--- config.mk ---
export PLATFORM = sky130hd
export DESIGN_NAME = mimo_tx_channel
export DESIGN_NICKNAME = d
export VERILOG_FILES = /design/src/rtl/mimo_tx_channel.sv
export SDC_FILE = /design/constraint.sdc
export NUM_CORES = 2
export LEC_CHECK = 0
export ABC_AREA = 1
export ABC_CLOCK_PERIOD_IN_PS = 26500
export BUFFER_PORTS_ARGS = -buffer_cell sky130_fd_sc_hd__buf_2
export CAP_MARGIN = 5
export CORE_MARGIN = 1.5
export CORE_UTILIZATION = 55
export CTS_CLUSTER_DIAMETER = 100
export DETAILED_ROUTE_END_ITERATION = 8
export PLACE_DENSITY_LB_ADDON = 0.2
export SYNTH_ARGS = -nofsm -noshare
export SYNTH_HDL_FRONTEND = slang
export SYNTH_SLANG_ARGS = --single-unit
--- constraint.sdc ---
create_clock -name clk -period 26.5 [get_ports clk]
set_input_delay 3.975 -clock clk [delete_from_list [all_inputs] [get_ports clk]]
set_output_delay 3.975 -clock clk [all_outputs]
set_load 0.03 [all_outputs]
--- src/rtl/mimo_tx_channel.sv ---
// 2x2 MIMO transmit/channel model: maps four symbols (QPSK or 16-QAM) to a real 4x2 X matrix
// and computes Y = H*X + N in fixed point, using one shared multiplier, one MAC per cycle.
module mimo_tx_channel #(
  parameter int WIDTH    = 16,
  parameter int FBITS    = 8,
  parameter int LVL_QAM  = 81,
  parameter int LVL_QPSK = 181
) (
  input  logic                    clk,
  input  logic                    reset,
  input  logic                    start,
  input  logic                    mod,
  input  logic [15:0]             sym,
  input  logic signed [WIDTH-1:0] h11, h12, h13, h14,
  input  logic signed [WIDTH-1:0] h21, h22, h23, h24,
  input  logic signed [WIDTH-1:0] h31, h32, h33, h34,
  input  logic signed [WIDTH-1:0] h41, h42, h43, h44,
  input  logic signed [WIDTH-1:0] n11, n12, n21, n22, n31, n32, n41, n42,
  output logic signed [WIDTH-1:0] y11, y12, y21, y22, y31, y32, y41, y42,
  output logic signed [WIDTH-1:0] sx11, sx12, sx21, sx22, sx31, sx32, sx41, sx42,
  output logic                    busy,
  output logic                    finish,
  output logic [2:0]              dbg_state
);

  localparam logic [2:0] S_IDLE = 3'd0;
  localparam logic [2:0] S_MAP  = 3'd1;
  localparam logic [2:0] S_MAC  = 3'd2;
  localparam logic [2:0] S_WR   = 3'd3;
  localparam logic [2:0] S_DONE = 3'd4;

  localparam int AW = 2 * WIDTH + 2;
  localparam int SW = AW - FBITS;

  localparam logic signed [WIDTH-1:0] QAM1 = WIDTH'(LVL_QAM);
  localparam logic signed [WIDTH-1:0] QAM3 = WIDTH'(3 * LVL_QAM);
  localparam logic signed [WIDTH-1:0] QPSK = WIDTH'(LVL_QPSK);
  localparam logic signed [SW:0] V_MAX = {{(SW-WIDTH+2){1'b0}}, {(WIDTH-1){1'b1}}};
  localparam logic signed [SW:0] V_MIN = {{(SW-WIDTH+2){1'b1}}, {(WIDTH-1){1'b0}}};

  // Gray-coded 16-QAM axis: 00 -> -3, 01 -> -1, 11 -> +1, 10 -> +3
  function automatic logic signed [WIDTH-1:0] qam_axis(input logic [1:0] b);
    case (b)
      2'b00:   qam_axis = -QAM3;
      2'b01:   qam_axis = -QAM1;
      2'b11:   qam_axis = QAM1;
      default: qam_axis = QAM3;
    endcase
  endfunction

  function automatic logic signed [WIDTH-1:0] map_axis(input logic m, input logic [1:0] qam_bits,
                                                       input logic qpsk_bit);
    map_axis = m ? qam_axis(qam_bits) : (qpsk_bit ? -QPSK : QPSK);
  endfunction

  logic signed [WIDTH-1:0] h_in [4][4];
  logic signed [WIDTH-1:0] n_in [4][2];

  assign h_in[0][0] = h11; assign h_in[0][1] = h12; assign h_in[0][2] = h13; assign h_in[0][3] = h14;
  assign h_in[1][0] = h21; assign h_in[1][1] = h22; assign h_in[1][2] = h23; assign h_in[1][3] = h24;
  assign h_in[2][0] = h31; assign h_in[2][1] = h32; assign h_in[2][2] = h33; assign h_in[2][3] = h34;
  assign h_in[3][0] = h41; assign h_in[3][1] = h42; assign h_in[3][2] = h43; assign h_in[3][3] = h44;
  assign n_in[0][0] = n11; assign n_in[0][1] = n12; assign n_in[1][0] = n21; assign n_in[1][1] = n22;
  assign n_in[2][0] = n31; assign n_in[2][1] = n32; assign n_in[3][0] = n41; assign n_in[3][1] = n42;

  logic [2:0]              state_q, state_d;
  logic                    mod_q, mod_d;
  logic [15:0]             sym_q, sym_d;
  logic signed [WIDTH-1:0] h_q [4][4];
  logic signed [WIDTH-1:0] h_d [4][4];
  logic signed [WIDTH-1:0] n_q [4][2];
  logic signed [WIDTH-1:0] n_d [4][2];
  logic signed [WIDTH-1:0] x_q [4][2];
  logic signed [WIDTH-1:0] x_d [4][2];
  logic signed [WIDTH-1:0] yb_q [4][2];
  logic signed [WIDTH-1:0] yb_d [4][2];
  logic signed [WIDTH-1:0] y_q [4][2];
  logic signed [WIDTH-1:0] y_d [4][2];
  logic signed [AW-1:0]    acc_q, acc_d;
  logic [2:0]              k_q, k_d;
  logic [1:0]              m_q, m_d;
  logic                    busy_q, busy_d;
  logic                    finish_q, finish_d;

  // Element k walks Y column-major: row = k[1:0], slot = k[2]
  logic [1:0]              row;
  logic                    col;
  logic signed [2*WIDTH-1:0] prod;
  logic signed [AW-1:0]    prod_ext;
  logic signed [SW-1:0]    acc_sh;
  logic signed [SW:0]      v;
  logic signed [WIDTH-1:0] n_sel;
  logic signed [WIDTH-1:0] sat;

  assign row      = k_q[1:0];
  assign col      = k_q[2];
  assign prod     = h_q[row][m_q] * x_q[m_q][col];
  assign prod_ext = {{2{prod[2*WIDTH-1]}}, prod};
  assign acc_sh   = acc_q[AW-1:FBITS];
  assign n_sel    = n_q[row][col];
  assign v        = {acc_sh[SW-1], acc_sh} + {{(SW+1-WIDTH){n_sel[WIDTH-1]}}, n_sel};
  assign sat      = (v > V_MAX) ? V_MAX[WIDTH-1:0] : (v < V_MIN) ? V_MIN[WIDTH-1:0] : v[WIDTH-1:0];

  always_comb begin
    state_d  = state_q;
    mod_d    = mod_q;
    sym_d    = sym_q;
    h_d      = h_q;
    n_d      = n_q;
    x_d      = x_q;
    yb_d     = yb_q;
    y_d      = y_q;
    acc_d    = acc_q;
    k_d      = k_q;
    m_d      = m_q;
    busy_d   = busy_q;
    finish_d = 1'b0;
    case (state_q)
      S_IDLE: begin
        if (start) begin
          mod_d   = mod;
          sym_d   = sym;
          h_d     = h_in;
          n_d     = n_in;
          k_d     = 3'd0;
          m_d     = 2'd0;
          busy_d  = 1'b1;
          state_d = S_MAP;
        end
      end
      S_MAP: begin
        for (int j = 0; j < 2; j++) begin
          x_d[0][j] = map_axis(mod_q, sym_q[8*j+2 +: 2], sym_q[8*j+1]);
          x_d[1][j] = map_axis(mod_q, sym_q[8*j+6 +: 2], sym_q[8*j+5]);
          x_d[2][j] = map_axis(mod_q, sym_q[8*j   +: 2], sym_q[8*j]);
          x_d[3][j] = map_axis(mod_q, sym_q[8*j+4 +: 2], sym_q[8*j+4]);
        end
        state_d = S_MAC;
      end
      S_MAC: begin
        acc_d = (m_q == 2'd0) ? prod_ext : acc_q + prod_ext;
        m_d   = m_q + 2'd1;
        if (m_q == 2'd3) state_d = S_WR;
      end
      S_WR: begin
        yb_d[row][col] = sat;
        if (k_q == 3'd7) begin
          state_d = S_DONE;
        end else begin
          k_d     = k_q + 3'd1;
          state_d = S_MAC;
        end
      end
      S_DONE: begin
        // First DONE cycle publishes Y; the second holds off the next start by one cycle
        if (!finish_q) begin
          y_d      = yb_q;
          finish_d = 1'b1;
          busy_d   = 1'b0;
        end else begin
          state_d = S_IDLE;
        end
      end
      default: state_d = S_IDLE;
    endcase
  end

  always_ff @(posedge clk or negedge reset) begin
    if (!reset) begin
      state_q  <= S_IDLE;
      mod_q    <= 1'b0;
      sym_q    <= '0;
      acc_q    <= '0;
      k_q      <= '0;
      m_q      <= '0;
      busy_q   <= 1'b0;
      finish_q <= 1'b0;
      for (int i = 0; i < 4; i++) begin
        for (int j = 0; j < 4; j++) h_q[i][j] <= '0;
        for (int j = 0; j < 2; j++) begin
          n_q[i][j]  <= '0;
          x_q[i][j]  <= '0;
          yb_q[i][j] <= '0;
          y_q[i][j]  <= '0;
        end
      end
    end else begin
      state_q  <= state_d;
      mod_q    <= mod_d;
      sym_q    <= sym_d;
      h_q      <= h_d;
      n_q      <= n_d;
      x_q      <= x_d;
      yb_q     <= yb_d;
      y_q      <= y_d;
      acc_q    <= acc_d;
      k_q      <= k_d;
      m_q      <= m_d;
      busy_q   <= busy_d;
      finish_q <= finish_d;
    end
  end

  assign y11 = y_q[0][0]; assign y21 = y_q[1][0]; assign y31 = y_q[2][0]; assign y41 = y_q[3][0];
  assign y12 = y_q[0][1]; assign y22 = y_q[1][1]; assign y32 = y_q[2][1]; assign y42 = y_q[3][1];
  assign sx11 = x_q[0][0]; assign sx21 = x_q[1][0]; assign sx31 = x_q[2][0]; assign sx41 = x_q[3][0];
  assign sx12 = x_q[0][1]; assign sx22 = x_q[1][1]; assign sx32 = x_q[2][1]; assign sx42 = x_q[3][1];
  assign busy      = busy_q;
  assign finish    = finish_q;
  assign dbg_state = state_q;

endmodule

==> results.json <==
{
  "antenna_left": 0,
  "finalCriticalPeriod_ns": 10.80,
  "grt_max_degree": 198,
  "synthMuxAreaShare_pct": 0,
  "yosys_warnings": 0,
  "ys_ff_latch": 750,
  "drv_cap": 0,
  "routed_wl_um": 154000,
  "grt_pass1_wl_um": 235900,
  "drt_iter0_markers": 3863,
  "dieArea_um2": 86760,
  "cts_hold_buf": 0,
  "whs_path_depth": 2,
  "status": "finished clean",
  "grt_pass1_vias": 40576,
  "register_area_um2": 18780,
  "min_from": "y31[3]",
  "cts_buffers": 81,
  "cp_data_arrival_time_ns": 11.32,
  "synth_top_cell_area_share_pct": 40.15,
  "cts_root_buffer": "clkbuf_16",
  "hold_class": "reg2reg",
  "avgRoutedWirePerCell_um": 20.07,
  "synth_fp_nets": 6838,
  "die_h_um": 294.5,
  "cp_num_buf_inv": 8,
  "start_kind": "flip-flop",
  "synth-xor-area-share_pct": 1.030,
  "core_um2": 83950,
  "slowest_stage": "buf_4",
  "die_x_um": 294.5,
  "cp_max_fo": 63,
  "drive_above_1_share_pct": 14.20,
  "via_per_inst": 5.491,
  "cp.required_ns": 27.02,
  "end_kind": "flip-flop",
  "synth.avg_cell_area_um2": 7.772,
  "place.gp.congestion": 0.9806,
  "synth_top_cell_by_area": "dfrtp_1",
  "max_freq_mhz": 92.62,
  "cts_tree": "yes",
  "hold_path_end": "y31[3]",
  "cts.sinks": 750,
  "synth_edf_count": 0,
  "r2r_cells": 36,
  "rsz0062_at_grt": "no",
  "fillCellCount": 7550,
  "clk_path_buf_depth": 3,
  "cts_max_level": 3,
  "multi_input_comb_area_um2": 24070,
  "drc": 0,
  "critPathTopFamily": "adder cells",
  "synth_area_um2": 46750,
  "hpwl_um": 115600,
  "synthTopCellsByArea": "dfrtp_1 40%, nand2_1 20%, fa_1 10%, inv_1 4.8%, ha_1 4.7%",
  "synth_top_family_by_area": "simple AND/OR/NAND/NOR gates",
  "r2r_end": "acc_q[33]",
  "synthAdderAreaFrac_pct": 15.15,
  "synthSimpleGateAreaFrac_pct": 26.59,
  "clock_latency_ns": 0.67,
  "worst_pin_slew_ns": 1.100,
  "relSlewSlack_pct": 26.26,
  "slowest_delay_ns": 0.69,
  "period_share_pct": 40.74,
  "setup_violations": 0,
  "synthFlopType": "dfrtp_1",
  "critPathMostFrequentCell": "nand3_1",
  "fin_skew_ns": 0.05026,
  "row_count": 106,
  "overflow": 0,
  "r2r_start": "k_q[1]",
  "finalSetupTns_ns": 0,
  "area_growth_pct": 13.70,
  "path_depth": 36,
  "synthCells": 6015,
  "worst-setup-path-type": "reg2reg",
  "post_cts_buffers": 0,
  "nNetsFinal": 7295,
  "slew_viol_final": 0,
  "async_flop_share_pct": 100.0,
  "drt_pass1_iterations": 6,
  "ys_types": 52,
  "num_vias": 42127,
  "track_usage_pct": 35.46,
  "start_util_pct": 55.68,
  "clk_pin_slew_ns": 0.06,
  "post_cts_resized": 0,
  "synth-compound-area-share_pct": 8.664,
  "io_buffers": 664,
  "hold_viol_final": 0,
  "yosysSeqAreaShare_pct": 40.15,
  "io_pins": 665,
  "antenna_found_initial": 6,
  "rrSetupSlack_ns": 15.70
}
==> worst register-to-register path, delay by kind of cell, from the launching register on <==
family	cells	cell delay (ns)
compound gates	2	0.38
xor+xnor	1	0.49
fa+ha+maj	8	3.90
buf+inv	8	2.11
flops	1	0.67
simple gates	17	3.17
==> metrics by stage <==
stage                     std cells  worst slack, ns  cell area (µm²)  util (%)  hold WS, ns
after detailed placement       7523            15.98            50280     59.89       0.4535
after CTS                      7669            15.96            53150     63.30       0.4621
after global placement         7523            15.89            50280     59.89       0.4493
after global routing           7671            15.06            53150     63.31       0.4851
final                          7672            15.70            53150     63.31       0.4632
after floorplan                6015            18.09            46750         -       0.4436
==> cell usage after synthesis, drive strengths merged, types with 3 or more instances <==
cell and count:
a211oi 7, a21boi 5, a21o 10, a21oi 129
a22oi 4, a2bb2oi 4, a31oi 32, and2 3
buf 119, clkbuf 213, clkinv 5, dfrtp 750
fa 245, ha 174, inv 615, nand2 2488
nand3 105, nand3b 6, nand4 28, nor2 456
nor3 33, nor4 4, o211ai 32, o21a 7
o21ai 356, o21bai 23, o221ai 46, o22ai 43
or2 10, xnor2 18, xor2 37
==> worst max path at each step <==
stage,startpoint,endpoint
after floorplan,k_q[0],acc_q[33]
after global placement,k_q[1],acc_q[33]
after detailed placement,k_q[1],acc_q[33]
after CTS,k_q[1],acc_q[33]
after global routing,k_q[1],acc_q[33]
final,k_q[1],acc_q[33]
==> per-layer routing <==
layer | global-route usage [%] | vias up | routed length, µm
li1 | - | 19558 | -
met1 | 51.59 | 20428 | 66830
met2 | 54.61 | 1858 | 69650
met3 | 4.879 | 283 | 12020
met4 | 12.13 | 0 | 5474
met5 | 0 | - | 0
==> cell usage in the layout, fill, tap and decap left out, types with 102 or more instances in the layout <==
master      n
nand3_1   102
a21oi_1   129
inv_1     596
o21ai_0   350
ha_1      174
buf_2     663
nand2_1  2456
dfrtp_1   747
nor2_1    445
fa_1      245
==> state kept, by name (all words and copies together) (netlist names), 34 cells and up <==
register	flops
h_q	256
n_q	128
yb_q	128
acc_q	34
==> logic make-up after synthesis <==
family                   Yosys count
AND/OR/NAND/NOR                 3135
buffers and inverters            952
flip-flops                       750
AO/OA/AOI/OAI                    704
adder cells (fa/ha/maj)          419
XOR/XNOR                          55
==> cell type report <==
class	count	share of cell area (%)
multi-input combinational	4313	45.29
sequential	750	35.33
timing repair buffer	706	6.911
clock buffer	121	4.607
inverter	620	4.407
tap	1134	2.669
clock inverter	25	0.7815
antenna	3	0.01412
Power is not shown: default switching activity piles up to over one toggle a cycle in this logic, so the estimate is an artifact.
